<file path="config.mk">
export PLATFORM = sky130hd
export DESIGN_NAME = cpu_mc_flat
export DESIGN_NICKNAME = d
export VERILOG_FILES = /design/src/rtl/cpu_mc_pkg.sv /design/src/rtl/cpu_mc_if.sv /design/src/rtl/cpu_alu.sv /design/src/rtl/cpu_mc.sv /design/src/flat_wrapper.sv
export SDC_FILE = /design/constraint.sdc
export NUM_CORES = 1
export LEC_CHECK = 0
export ABC_CLOCK_PERIOD_IN_PS = 8500
export BUFFER_PORTS_ARGS = -buffer_cell sky130_fd_sc_hd__clkbuf_2
export CAP_MARGIN = 20
export CORE_UTILIZATION = 35
export CTS_BUF_LIST = sky130_fd_sc_hd__clkbuf_4
export CTS_CLUSTER_SIZE = 8
export DETAILED_ROUTE_END_ITERATION = 10
export PLACE_DENSITY = 0.56
export SLEW_MARGIN = 10
export SYNTH_ARGS = -nofsm -noshare
export SYNTH_HDL_FRONTEND = slang
export SYNTH_SLANG_ARGS = --single-unit
</file>
<file path="constraint.sdc">
create_clock -name clk -period 8.5 [get_ports clk]
set_clock_uncertainty 0.15 [all_clocks]
set_input_delay 0.85 -clock clk [delete_from_list [all_inputs] [get_ports clk]]
set_output_delay 0.85 -clock clk [all_outputs]
set_load 0.02 [all_outputs]
</file>
<file path="src/rtl/cpu_mc_pkg.sv">
// Shared types and instruction-field positions for the multi-cycle Hack-style core.
package cpu_mc_pkg;

    typedef enum logic [1:0] {
        RUN     = 2'd0,
        RD_WAIT = 2'd1,
        WR_WAIT = 2'd2
    } state_t;

    localparam int DM_ADDR_W = 15;

    // Slot field positions (slot1 sits SLOT1_OFS bits above slot0 in the word)
    localparam int SLOT_W    = 16;
    localparam int SLOT1_OFS = 16;
    localparam int BIT_AFLAG = 15;
    localparam int BIT_AM    = 12;
    localparam int FN_HI     = 11;
    localparam int FN_LO     = 6;
    localparam int DEST_HI   = 5;
    localparam int DEST_LO   = 3;
    localparam int JMP_HI    = 2;
    localparam int JMP_LO    = 0;

    // Bits within the dest and jump fields
    localparam int DEST_A = 2;
    localparam int DEST_D = 1;
    localparam int DEST_M = 0;
    localparam int JMP_LT = 2;
    localparam int JMP_EQ = 1;
    localparam int JMP_GT = 0;

    // Bits within the 6-bit ALU function field
    localparam int FN_ZX = 5;
    localparam int FN_NX = 4;
    localparam int FN_ZY = 3;
    localparam int FN_NY = 2;
    localparam int FN_F  = 1;
    localparam int FN_NO = 0;

endpackage

</file>
<file path="src/rtl/cpu_mc_if.sv">
// Data-memory request/acknowledge bus between the core and its memory.
interface cpu_mc_if
    import cpu_mc_pkg::*;
#(
    parameter int DATA_W = 16
);
    logic                 dm_req;
    logic                 dm_we;
    logic [DM_ADDR_W-1:0] dm_addr;
    logic [DATA_W-1:0]    dm_wdata;
    logic [DATA_W-1:0]    dm_rdata;
    logic                 dm_ack;

    modport master (output dm_req, dm_we, dm_addr, dm_wdata, input dm_rdata, dm_ack);
    modport slave  (input dm_req, dm_we, dm_addr, dm_wdata, output dm_rdata, dm_ack);
endinterface

</file>
<file path="src/rtl/cpu_alu.sv">
// Combinational Hack ALU: optional zero/negate of each operand, add or and, optional negate.
module cpu_alu
    import cpu_mc_pkg::*;
#(
    parameter int W = 16
) (
    input  logic [W-1:0] i_x,
    input  logic [W-1:0] i_y,
    input  logic [5:0]   i_fn,
    output logic [W-1:0] o_out,
    output logic         o_zero
);
    logic [W-1:0] w_x0, w_x1, w_y0, w_y1, w_res;

    assign w_x0   = i_fn[FN_ZX] ? '0 : i_x;
    assign w_x1   = i_fn[FN_NX] ? ~w_x0 : w_x0;
    assign w_y0   = i_fn[FN_ZY] ? '0 : i_y;
    assign w_y1   = i_fn[FN_NY] ? ~w_y0 : w_y0;
    assign w_res  = i_fn[FN_F] ? (w_x1 + w_y1) : (w_x1 & w_y1);
    assign o_out  = i_fn[FN_NO] ? ~w_res : w_res;
    assign o_zero = (o_out == '0);
endmodule

</file>
<file path="src/rtl/cpu_mc.sv">
// Multi-cycle Hack-style core: two-slot instruction words, optional A+C pairing,
// handshaked data memory, sticky self-loop halt detection and retired-slot counter.
//
// state   | meaning
// RUN     | decode the current slot(s); retire at once if no memory access
// RD_WAIT | read request outstanding for the M operand
// WR_WAIT | write request outstanding for the M destination
module cpu_mc
    import cpu_mc_pkg::*;
#(
    parameter int PC_WIDTH   = 16,
    parameter int DATA_W     = 16,
    parameter int DUAL_ISSUE = 1
) (
    input  logic                clk,
    input  logic                resetN,
    input  logic [31:0]         inst,
    input  logic                inst_valid,
    output logic [PC_WIDTH-2:0] inst_addr,
    cpu_mc_if.master            dm,
    output logic                halted,
    output logic [31:0]         instret
);
    state_t               r_state, w_state_nxt;
    logic [PC_WIDTH-1:0]  r_pc, w_pc_nxt, w_pc_inc, w_target;
    logic [DATA_W-1:0]    r_a, r_d, r_mq, w_a_nxt, w_d_nxt;
    logic                 r_halted;
    logic [31:0]          r_instret;

    logic [SLOT_W-1:0]    w_slot0, w_slot1, w_slot_cur, w_cins;
    logic [14:0]          w_imm_src;
    logic [DATA_W-1:0]    w_imm, w_a_op, w_m_val, w_alu_y, w_alu_out;
    logic [2:0]           w_dest, w_jmp;
    logic                 w_dual, w_is_c, w_am, w_dest_a, w_dest_d, w_dest_m;
    logic                 w_alu_zero, w_lt, w_gt, w_jump, w_halt_set;
    logic                 w_retire, w_mq_load;

    // Decode: pairing applies only to an A-slot followed by a non-jumping C-slot in one word
    assign w_slot0    = inst[SLOT_W-1:0];
    assign w_slot1    = inst[SLOT1_OFS +: SLOT_W];
    assign w_slot_cur = r_pc[0] ? w_slot1 : w_slot0;
    assign w_dual     = (DUAL_ISSUE != 0) && !r_pc[0] && !w_slot0[BIT_AFLAG]
                        && w_slot1[BIT_AFLAG] && (w_slot1[JMP_HI:JMP_LO] == 3'b000);
    assign w_cins     = w_dual ? w_slot1 : w_slot_cur;
    assign w_is_c     = w_cins[BIT_AFLAG];
    assign w_imm_src  = w_dual ? w_slot0[14:0] : w_slot_cur[14:0];
    assign w_imm      = {{(DATA_W-15){1'b0}}, w_imm_src};
    assign w_a_op     = w_dual ? w_imm : r_a;
    assign w_am       = w_is_c && w_cins[BIT_AM];
    assign w_dest     = w_cins[DEST_HI:DEST_LO];
    assign w_jmp      = w_cins[JMP_HI:JMP_LO];
    assign w_dest_a   = w_is_c && w_dest[DEST_A];
    assign w_dest_d   = w_is_c && w_dest[DEST_D];
    assign w_dest_m   = w_is_c && w_dest[DEST_M];

    // M comes straight from the bus in the read-ack cycle, otherwise from the latched copy
    assign w_m_val = (r_state == RD_WAIT) ? dm.dm_rdata : r_mq;
    assign w_alu_y = w_am ? w_m_val : w_a_op;

    cpu_alu #(.W(DATA_W)) u_alu (
        .i_x    (r_d),
        .i_y    (w_alu_y),
        .i_fn   (w_cins[FN_HI:FN_LO]),
        .o_out  (w_alu_out),
        .o_zero (w_alu_zero)
    );

    assign w_lt       = w_alu_out[DATA_W-1];
    assign w_gt       = !w_lt && !w_alu_zero;
    assign w_jump     = w_is_c && ((w_jmp[JMP_LT] && w_lt) || (w_jmp[JMP_EQ] && w_alu_zero)
                                   || (w_jmp[JMP_GT] && w_gt));
    assign w_target   = r_a[PC_WIDTH-1:0];
    assign w_pc_inc   = w_dual ? PC_WIDTH'(2) : PC_WIDTH'(1);
    assign w_pc_nxt   = w_jump ? w_target : (r_pc + w_pc_inc);
    assign w_halt_set = w_jump && (w_target == r_pc);
    assign w_a_nxt    = !w_is_c ? w_imm : (w_dest_a ? w_alu_out : w_a_op);
    assign w_d_nxt    = w_dest_d ? w_alu_out : r_d;

    // State register
    always_ff @(posedge clk or negedge resetN) begin
        if (!resetN) r_state <= RUN;
        else         r_state <= w_state_nxt;
    end

    // Next state, retire strobe and M latch strobe
    always_comb begin
        w_state_nxt = r_state;
        w_retire    = 1'b0;
        w_mq_load   = 1'b0;
        case (r_state)
            RUN: begin
                if (inst_valid) begin
                    if (w_am)          w_state_nxt = RD_WAIT;
                    else if (w_dest_m) w_state_nxt = WR_WAIT;
                    else               w_retire    = 1'b1;
                end
            end
            RD_WAIT: begin
                if (dm.dm_ack) begin
                    if (w_dest_m) begin
                        w_state_nxt = WR_WAIT;
                        w_mq_load   = 1'b1;
                    end else begin
                        w_state_nxt = RUN;
                        w_retire    = 1'b1;
                    end
                end
            end
            WR_WAIT: begin
                if (dm.dm_ack) begin
                    w_state_nxt = RUN;
                    w_retire    = 1'b1;
                end
            end
            default: w_state_nxt = RUN;
        endcase
    end

    // Bus outputs; request follows the registered state so reset drops it at once
    always_comb begin
        dm.dm_req   = (r_state != RUN);
        dm.dm_we    = (r_state == WR_WAIT);
        dm.dm_addr  = w_a_op[DM_ADDR_W-1:0];
        dm.dm_wdata = w_alu_out;
    end

    // Architectural state update at retirement
    always_ff @(posedge clk or negedge resetN) begin
        if (!resetN) begin
            r_pc      <= '0;
            r_a       <= '0;
            r_d       <= '0;
            r_mq      <= '0;
            r_halted  <= 1'b0;
            r_instret <= '0;
        end else begin
            if (w_mq_load) r_mq <= dm.dm_rdata;
            if (w_retire) begin
                r_pc      <= w_pc_nxt;
                r_a       <= w_a_nxt;
                r_d       <= w_d_nxt;
                r_instret <= r_instret + (w_dual ? 32'd2 : 32'd1);
                if (w_halt_set) r_halted <= 1'b1;
            end
        end
    end

    assign inst_addr = !resetN ? '0 : (w_retire ? w_pc_nxt[PC_WIDTH-1:1] : r_pc[PC_WIDTH-1:1]);
    assign halted    = r_halted;
    assign instret   = r_instret;
endmodule

</file>
<file path="src/flat_wrapper.sv">
// flat-port wrapper written by rule: the top's interface ports become plain ports
module cpu_mc_flat import cpu_mc_pkg::*;
#(
    parameter int PC_WIDTH   = 16,
    parameter int DATA_W     = 16,
    parameter int DUAL_ISSUE = 1
)
  (clk, resetN, inst, inst_valid, inst_addr, halted, instret, dm_dm_req, dm_dm_we, dm_dm_addr, dm_dm_wdata, dm_dm_rdata, dm_dm_ack);
  cpu_mc_if #(.DATA_W(DATA_W)) dm_i ();
  input  logic clk;
  input  logic resetN;
  input  logic [31:0] inst;
  input  logic inst_valid;
  output logic [PC_WIDTH-2:0] inst_addr;
  output logic halted;
  output logic [31:0] instret;
  output wire logic [$bits(dm_i.dm_req)-1:0] dm_dm_req;
  output wire logic [$bits(dm_i.dm_we)-1:0] dm_dm_we;
  output wire logic [$bits(dm_i.dm_addr)-1:0] dm_dm_addr;
  output wire logic [$bits(dm_i.dm_wdata)-1:0] dm_dm_wdata;
  input wire logic [$bits(dm_i.dm_rdata)-1:0] dm_dm_rdata;
  input wire logic [$bits(dm_i.dm_ack)-1:0] dm_dm_ack;
  assign dm_dm_req = dm_i.dm_req;
  assign dm_dm_we = dm_i.dm_we;
  assign dm_dm_addr = dm_i.dm_addr;
  assign dm_dm_wdata = dm_i.dm_wdata;
  assign dm_i.dm_rdata = dm_dm_rdata;
  assign dm_i.dm_ack = dm_dm_ack;
  cpu_mc #(.PC_WIDTH(PC_WIDTH), .DATA_W(DATA_W), .DUAL_ISSUE(DUAL_ISSUE)) u_core (.clk(clk), .resetN(resetN), .inst(inst), .inst_valid(inst_valid), .inst_addr(inst_addr), .dm(dm_i), .halted(halted), .instret(instret));
endmodule
</file>
* After elaboration in Yosys (flattened, before gate mapping)
Index checks and enable logic that the tools add are counted.
** Word-level totals
- Register bits after elaboration :: 99
- Bits of input ports :: 52
- Word-level logic and storage cells :: 82
- Output and inout port bits :: 81
** Cells by class
- Bitwise logic cells :: 4
- Equal/unequal tests :: 7
- Multiplexer cells :: 35
- Reduce and logical (&&, ||, !) cells :: 26
- Add/subtract/negate cells :: 3
** Operators with widths (count)
- $mux W16 :: 14
- $not A16 Y16 :: 3
- $mux W15 :: 3
- $add A16 B16 Y16 :: 2
- $add A32 B32 Y32 :: 1
- $and A16 B16 Y16 :: 1
- $eq A16 B16 Y1 :: 1
- $logic_not A16 Y1 :: 1
- $mux W2 :: 8
- $logic_and A1 B1 Y1 :: 13
- $mux W1 :: 8
- $pmux W2 S3 :: 1
- $logic_not A1 Y1 :: 4
- $ne A2 B2 Y1 const B :: 2
- $reduce_and A2 Y1 :: 2
- $reduce_and A4 Y1 :: 1
- $logic_not A3 Y1 :: 1
- $ne A3 B1 Y1 const B :: 1
- $pmux W1 S3 :: 1
- $eq A2 B1 Y1 const B :: 1
- $eq A2 B2 Y1 const B :: 1
- $logic_not A2 Y1 :: 1
- $logic_or A1 B1 Y1 :: 2
- $ne A2 B1 Y1 const B :: 1
- $reduce_bool A2 Y1 :: 1

* Longest topological paths before layout
Gate-level depths: netlist of run 1.
- Depth in word-level cells :: 23
- Gate-level depth with buffers :: 28

* Modules after synthesis
A second synthesis of run 1 with hierarchy kept.
** Unflattened totals
- Cell total of the unflattened synthesis :: 882
- Area, all modules :: 8177.8 um^2
** By module, submodules not included
- cpu_mc :: area an instance 6254.7 um^2, cells each 612, times used 1, sequential area each 2477.4 um^2
- cpu_alu :: area an instance 1923.1 um^2, cells each 270, times used 1, sequential area each 0.0 um^2

* Worst setup path after synthesis of run 1
OpenSTA, ideal clock, no wires.
- Path type :: in2out
- From :: input port inst[18]
- To :: output port inst_addr[10]
- Slack :: 635 ps
- Stages :: 25
- Arrival :: 6865 ps
- Required time :: 7500 ps
- Cells stage by stage :: nor4b_2 nand2_1 clkbuf_1 inv_1 clkbuf_1 nor2_1 mux2i_1 clkbuf_1 xor2_1 ha_1 inv_1 fa_1 nand2b_1 a21oi_1 o211a_1 or3_1 a31oi_1 xnor2_1 nor4_2 and4bb_1 o31a_1 buf_6 buf_8 mux2i_1 a221oi_1
** On the way
- Longest elaborated chain between the ends :: 21
- Elaborated cells between the ends (all ways) :: 40
- Classes of those cells :: add/sub (2); mux (20); bitwise (4); reduce/logical (14)
** Ends and longest elaborated chain
- start, declared :: RTL line flat_wrapper.sv:12 : input logic [31:0] inst;
- $logic_not A3 Y1 :: RTL line cpu_mc.sv:43 : && w_slot1[BIT_AFLAG] && (w_slot1[JMP_HI:JMP_LO] == 3'b000);
- $logic_and A1 B1 Y1 :: RTL line cpu_mc.sv:43
- $mux W15 or $mux W16 (tied branches) :: RTL line cpu_mc.sv:46, cpu_mc.sv:44
- $mux W16 or $logic_and A1 B1 Y1 (tied branches) :: RTL line cpu_mc.sv:48, cpu_mc.sv:49
- $mux W16 :: RTL line cpu_mc.sv:58 : assign w_alu_y = w_am ? w_m_val : w_a_op;
- $mux W16 :: RTL line cpu_alu.sv:17 : assign w_y0 = i_fn[FN_ZY] ? '0 : i_y;
- $not A16 Y16 :: RTL line cpu_alu.sv:18 : assign w_y1 = i_fn[FN_NY] ? ~w_y0 : w_y0;
- $mux W16 :: RTL line cpu_alu.sv:18
- [... 4 more ...]
- net dm_dm_wdata[10] :: RTL line flat_wrapper.sv:20 : output wire logic [$bits(dm_i.dm_wdata)-1:0] dm_dm_wdata;
- $logic_not A16 Y1 * :: RTL line cpu_alu.sv:21 : assign o_zero = (o_out == '0);
- $logic_not A1 Y1 :: RTL line cpu_mc.sv:69 : assign w_gt = !w_lt && !w_alu_zero;
- $logic_and A1 B1 Y1 :: RTL line cpu_mc.sv:69
- $logic_and A1 B1 Y1 :: RTL line cpu_mc.sv:71 : || (w_jmp[JMP_GT] && w_gt));
- $logic_or A1 B1 Y1 * :: RTL line cpu_mc.sv:71
- $logic_and A1 B1 Y1 * :: RTL line cpu_mc.sv:70 : assign w_jump = w_is_c && ((w_jmp[JMP_LT] && w_lt) || (w_jmp[JMP_EQ] && w_alu_zero)
- $mux W16 * :: RTL line cpu_mc.sv:74 : assign w_pc_nxt = w_jump ? w_target : (r_pc + w_pc_inc);
- $mux W15 * (2 in a row) :: RTL line cpu_mc.sv:148 : assign inst_addr = !resetN ? '0 : (w_retire ? w_pc_nxt[PC_WIDTH-1:1] : r_pc[PC_WIDTH-1:1]);
- end, declared :: RTL line flat_wrapper.sv:14 : output logic [PC_WIDTH-2:0] inst_addr;
Mark *: on every way through the listed nets, which the timed path passes. The rest lies on a longest branch.

* Final worst setup path of run 1
- From :: input port inst[18]
- To :: output port inst_addr[7]
** On the way
- Longest elaborated chain between the ends :: 21
- Elaborated cells between the ends (all ways) :: 40
- Classes of those cells :: add/sub (2); mux (20); bitwise (4); reduce/logical (14)
** Ends and longest elaborated chain (RTL line)
- $logic_not A3 Y1 :: cpu_mc.sv:43
- $logic_and A1 B1 Y1 :: cpu_mc.sv:43
- $mux W15 or $mux W16 (tied branches) :: cpu_mc.sv:46, cpu_mc.sv:44
- $mux W16 or $logic_and A1 B1 Y1 (tied branches) :: cpu_mc.sv:48, cpu_mc.sv:49
- $mux W16 :: cpu_mc.sv:58
- $mux W16 :: cpu_alu.sv:17
- $not A16 Y16 :: cpu_alu.sv:18
- $mux W16 :: cpu_alu.sv:18
- [... 4 more ...]
- $logic_not A16 Y1 :: cpu_alu.sv:21
- $logic_not A1 Y1 :: cpu_mc.sv:69
- $logic_and A1 B1 Y1 :: cpu_mc.sv:69
- $logic_and A1 B1 Y1 :: cpu_mc.sv:71
- $logic_or A1 B1 Y1 :: cpu_mc.sv:71
- $logic_and A1 B1 Y1 :: cpu_mc.sv:70
- $mux W16 :: cpu_mc.sv:74
- $mux W15 * (2 in a row) :: cpu_mc.sv:148
Every way passes the cells marked *; elsewhere a longest branch is shown, timed or not.

==> results of run 1 <==
cell families after synthesis:
group           synth area share [%]
compound gates                  17.2
flops                           32.0
simple gates                    18.4
fa+ha+maj                       4.01
mux                             13.4
buf+inv                         4.21
xor+xnor                        10.8
final timing paths:
| path | startpoint | to | slack, ps | cells past startpoint |
|---|---|---|---|---|
| worst max-delay path | inst[18] | inst_addr[7] | 670 | 23 |
| worst min-delay path | resetN | u_core.r_d[4] | 190 | 1 |
| worst max register to register | u_core.r_pc[0] | u_core.halted | 2280 | 21 |
| worst min register to register | u_core.instret[31] | u_core.instret[31] | 340 | 1 |
| max in group asynchronous | resetN | u_core.r_mq[8] | 6820 | 2 |
| min in group clk | u_core.instret[31] | u_core.instret[31] | 340 | 1 |
routing by layer:
layer	up-vias	track usage, %	wire, um
met3	35	3.76	1460
met5	-	0	0
met4	0	7.80	601
li1	3410	-	-
met2	215	33.5	10900
met1	3412	31.6	11500
registers in the layout, summed over array words and instances (netlist names):
register / flops
u_core.r_state: 2
u_core.r_a: 16
u_core.r_mq: 16
u_core.r_pc: 16
u_core.instret: 32
u_core.r_d: 16
u_core.halted: 1
synthesized netlist by cell type, types with 3 or more instances:
cell type,count
o21ai_1,4
inv_1,30
nor2b_1,7
nand4_1,7
or3_1,5
nor4_1,6
mux2i_1,54
fa_1,3
buf_1,7
or2_2,5
dfrtp_1,99
o211ai_1,21
and4_1,5
xor2_1,57
and3_1,12
o31ai_1,8
a211oi_1,14
nand2b_1,5
ha_1,20
nor2_1,60
xnor2_1,38
o21a_1,6
a22oi_1,5
o221ai_1,3
a21o_1,9
nor3_1,16
nand3_1,25
a21oi_1,46
a31oi_1,6
and2_1,5
nand2_1,123
clkbuf_1,35
mux2_4,3
mux2_2,40
o21ai_0,42
a221oi_1,6
worst max-delay path, stage by stage:
cell and delay, ps:
clkbuf_2 110, nor4b_2 570, nand2_1 140, inv_1 120, a22o_1 440, buf_4 260
nand2_1 80, o211ai_1 130, xor2_1 200, ha_1 320, a21oi_1 210, nand2_1 140
o21ai_0 340, a2111oi_0 210, or4_1 530, a221o_1 370, nor4_2 190, and4bb_1 240
o31a_1 120, buf_4 340, nand2_1 370, a211oi_1 310, clkbuf_2 210
cell type report:
cell class	instances	area share, %
Timing Repair Buffer	153	9.26
Multi-Input combinational cell	712	55.8
Clock inverter	7	0.974
Tap cell	280	3.95
Sequential cell	99	28.0
Clock buffer	9	0.762
Inverter	30	1.27
Antenna cell	1	0.0282
stage by stage:
stage	instance area [um2]	std cells
after floorplan	7730	889
after global placement	8710	1274
after detailed placement	8710	1274
after CTS	8860	1290
after global routing	8860	1291
final	8860	1291
==> impl_results.md, run 1 <==
- Max-slew headroom: 51.0%
- Total grt overflow: 0
- Ys async rst share: 100%
- Cell taking the most area after synthesis: dfrtp_1
- WP data required: 7500 ps
- Synth Instances: 889
- Least-Margin Pin Slew: 715 ps
- Setup-failing EPs final: 0
- Nature of the critical path endpoint: output pin
- Yosys warnings: 0
- Wire per inst: 19.0 um
- Post-CTS sizing: 0
- Place WS: 767 ps
- Period minus WS final: 7830 ps
- CP max FO: 25
- Fillcell total: 2283
- Pre-Repair DR Iteration Count: 4
- Register Area: 2480 um2
- Final worst setup slack: 671 ps
- Hold Path Class: primary input to async pin
- Worst setup path class: primary input to output pin
- Mapped Area: 7730 um2
- Pin count of the biggest net entering global routing: 53
- Post-synthesis average cell area: 8.70 um2
- Yosys reg bits: 99
- # rows: 54
- NumNets Final: 1080
- Hold_buf cts: 0
- Fin Setup TNS: 0 ps
- Core footprint: 21800 um2
- Share of post-route cells with drive strength above 1: 22.8%
- Top FF cell, synth: dfrtp_1
- Critical path startpoint category: primary input
- Commonest non-fill, non-tap cell in the layout: clkbuf_2
- Iteration-0 DRC count of the detailed router: 409
- Residual DRC count: 0
- Aggregate routed wire length: 24500 um
- Area share of the largest cell type after synthesis: 32.0%
- Area occupied by multi-input gates: 4950 um2
- Worst-skew pair later-pin latency: 510 ps
- Routed Antenna Nets: 0
- CTS tree: yes
- Fmax: 0.128 GHz
- Die H: 151 um
- Post-synth EDFFs: 0
- I/O Pins: 133
- GRT Util Overall: 22.1%
- Syn_nets: 964
- Register area share after synthesis: 32.0%
- # H-tree levels: 3
- Die Wd: 151 um
- Vias in the first global route: 6759
- Final Hold Vio Count: 0
- First-pass GRT wire length: 38300 um
- Die area: 22700 um2
- Initial core utilization: 35.5%
- Port Buffer Count: 132
- Status: finished clean
- Max Cap Viol: 0
- Antenna violations before repair: 1
- Max Transition Viols Final: 0
- TritonCTS Sinks: 99
- P&R area growth vs syn: 14.6%
- Via Count: 7072
- Setup bufs post-CTS: 0
- Clock buffer depth: 2
- RSZ-0062 raised after global routing: false
- Clk root buf: clkbuf_4
- Hpwl dp: 18700 um
- Clock slew seen by the registers of the worst setup and hold paths: 190 ps
- Final Util: 40.7%
- Tcrit/Tclk final: 92.1%
- TritonCTS buffer count: 9
- Worst Hold Margin: 185 ps
- Routed vias/inst: 5.48
- Synth area leaders: dfrtp_1, mux2i_1, xor2_1
- CP arrival: 6830 ps
- Most frequent cells in the layout: clkbuf_2, nand2_1, dfrtp_1, nor2_1, xor2_1
- Gpl congestion: 0.951
- Cell variety after synth: 74
Power of run 1 is left out: the tool's default activity adds up to more than one toggle a clock period on the data nets, which glitch-free logic cannot reach.
==> run 2, diff against run 1 <==
ABC_AREA = 1   (was not set)
==> run 2 against run 1 <==
Synthesized area rose by 4.7%. Count of clock-buffer cells in the layout did not move. Register-to-register slack improved by 130 ps. Via count rose by 14%.
==> impl_results.md, run 2 <==
- Status: finished clean
- TritonCTS buffer count: 9
- Least-Margin Pin Slew: 1050 ps
- # H-tree levels: 3
- Post-synthesis average cell area: 6.84 um2
- RSZ-0062 raised after global routing: false
- Initial core utilization: 35.8%
- Gpl congestion: 0.915
- Cell area after layout: 9110 um2
- Post-synth EDFFs: 0
- Core footprint: 22600 um2
- GRT Util Overall: 22.8%
- NumNets Final: 1365
- Cell variety after synth: 54
- Worst Hold Margin: 173 ps
- Vias in the first global route: 7638
- Setup bufs post-CTS: 0
- Total grt overflow: 0
- Top-count cell post-synth: nand2_1
- Worst-skew pair later-pin latency: 520 ps
- Pre-Repair DR Iteration Count: 7
- Ys async rst share: 100%
- Hpwl dp: 20600 um
- # rows: 55
- P&R area growth vs syn: 12.6%
- Max stage delay cell, worst path: nand2_2
- Clk root buf: clkbuf_4
- TritonCTS Sinks: 99
- Synth top cells by count: nand2_1, inv_1, nand3_1
- Share of post-route cells with drive strength above 1: 15.1%
- Synth area leaders: dfrtp_1, nand2_1, inv_1
- Fillcell total: 2467
- Synth Instances: 1184
- First-pass GRT wire length: 41700 um
- Hold Path Class: primary input to async pin
- CP max FO: 46
- Top FF cell, synth: dfrtp_1
- I/O Pins: 133
- Via Count: 8070
- Max Cap Viol: 0
- Cell mode on critical path: nand2_1
- Commonest non-fill, non-tap cell in the layout: nand2_1
- Post-CTS sizing: 0
- Yosys warnings: 0
- Cell taking the most area after synthesis: dfrtp_1
- Most frequent cells in the layout: nand2_1, inv_1, clkbuf_2, nand3_1, dfrtp_1
- Area share of the largest cell type after synthesis: 30.6%
- Die Wd: 154 um
- Routed Antenna Nets: 0
- Pin count of the biggest net entering global routing: 52
- Antenna violations before repair: 2
- R2R Setup Slk: 2410 ps
- Final Util: 40.3%
- Port Buffer Count: 132
- Clock buffer depth: 2
- Max-slew headroom: 30.3%
- Register area share after synthesis: 30.6%
- Max Transition Viols Final: 0
- Fmax: 0.132 GHz
- Aggregate routed wire length: 26400 um
- Mapped Area: 8100 um2
- R2R cell count: 31
- Slowest stage delay, CP: 640 ps
- Placed cell area: 8960 um2
- Worst setup path class: flop to output pin
- Tcrit/Tclk final: 89.4%
- Final Hold Vio Count: 0
- Syn_nets: 1259
- Iteration-0 DRC count of the detailed router: 480
- Setup-failing EPs final: 0
- Clock slew seen by the registers of the worst setup and hold paths: 200 ps
- Flip-flop count of the largest register after layout: 32
- Routed vias/inst: 5.10
- Wire per inst: 16.7 um
- WP data required: 7500 ps
- CTS tree: yes
- Period minus WS final: 7600 ps
- Hold_buf cts: 0
- Die H: 154 um
- Die area: 23700 um2
- Nature of the critical path endpoint: output pin
- Fin Setup TNS: 0 ps
- Yosys reg bits: 99
- CP arrival: 6600 ps
- Residual DRC count: 0
- Critical path startpoint category: flop
run 2: cell types whose count changed after synthesis, moves of 12 or more:
| cell | delta |
|---|---|
| a211oi_1 | -13 |
| mux2i_1 | -53 |
| and3_1 | -12 |
| inv_1 | +113 |
| o21ai_0 | +28 |
| nand2_1 | +219 |
| mux2_2 | -38 |
| nand3_1 | +77 |
| o211ai_1 | +14 |
run 2: logic make-up (layout without fill, tap and decap cells):
family	Yosys count	in the layout	synth area share, %
simple gates	574	574	31.0
buf+inv	197	308	9.72
compound gates	196	196	14.4
flops	99	99	30.6
xor+xnor	92	92	10.0
fa+ha+maj	23	23	3.83
mux	3	3	0.402
other cells	0	2	0
run 2: worst paths after layout:
check | end | startpoint
worst min-delay path | u_core.instret[19] | resetN
worst max-delay path | inst_addr[13] | u_core.r_pc[0]
max in group asynchronous | u_core.r_d[10] | resetN
min in group clk | u_core.instret[31] | u_core.instret[31]
worst min register to register | u_core.instret[31] | u_core.instret[31]
worst max register to register | u_core.halted | u_core.r_pc[0]
run 2: worst max-delay path: cells and delay by family, from the launching register on:
family / cells / cell delay [ps]
xor gates and xnor gates: 1 / 180
and+or+nand+nor: 21 / 3290
buffers and inverters: 5 / 1010
AOI/OAI and AO/OA: 3 / 490
DFF: 1 / 400
adders and majority gates: 2 / 670
run 2: area by class of cell:
type	instances	area, um2	area share [%]
sequential	99	2480	27.2
clock buffer	9	67.6	0.741
tap	285	357	3.91
antenna	2	5.00	0.0549
timing repair buffer	140	723	7.94
multi-input combinational	888	4840	53.1
clock inverter	7	72.6	0.796
inverter	152	573	6.29
run 2: routing by layer:
metal / track usage [%] / vias up / routed length, um
li1: - / 4069 / -
met1: 30.6 / 3699 / 12100
met2: 35.2 / 247 / 11700
met3: 5.19 / 55 / 1650
met4: 9.19 / 0 / 961
met5: 0 / - / 0
run 2: through the flow:
step | worst slack, ps | cells
finish | 898 | 1582
global route | 57.3 | 1582
CTS | 939 | 1579
detailed placement | 1140 | 1563
global placement | 1290 | 1563
floorplan | 2220 | 1184
Power of run 2 is left out for the same reason.
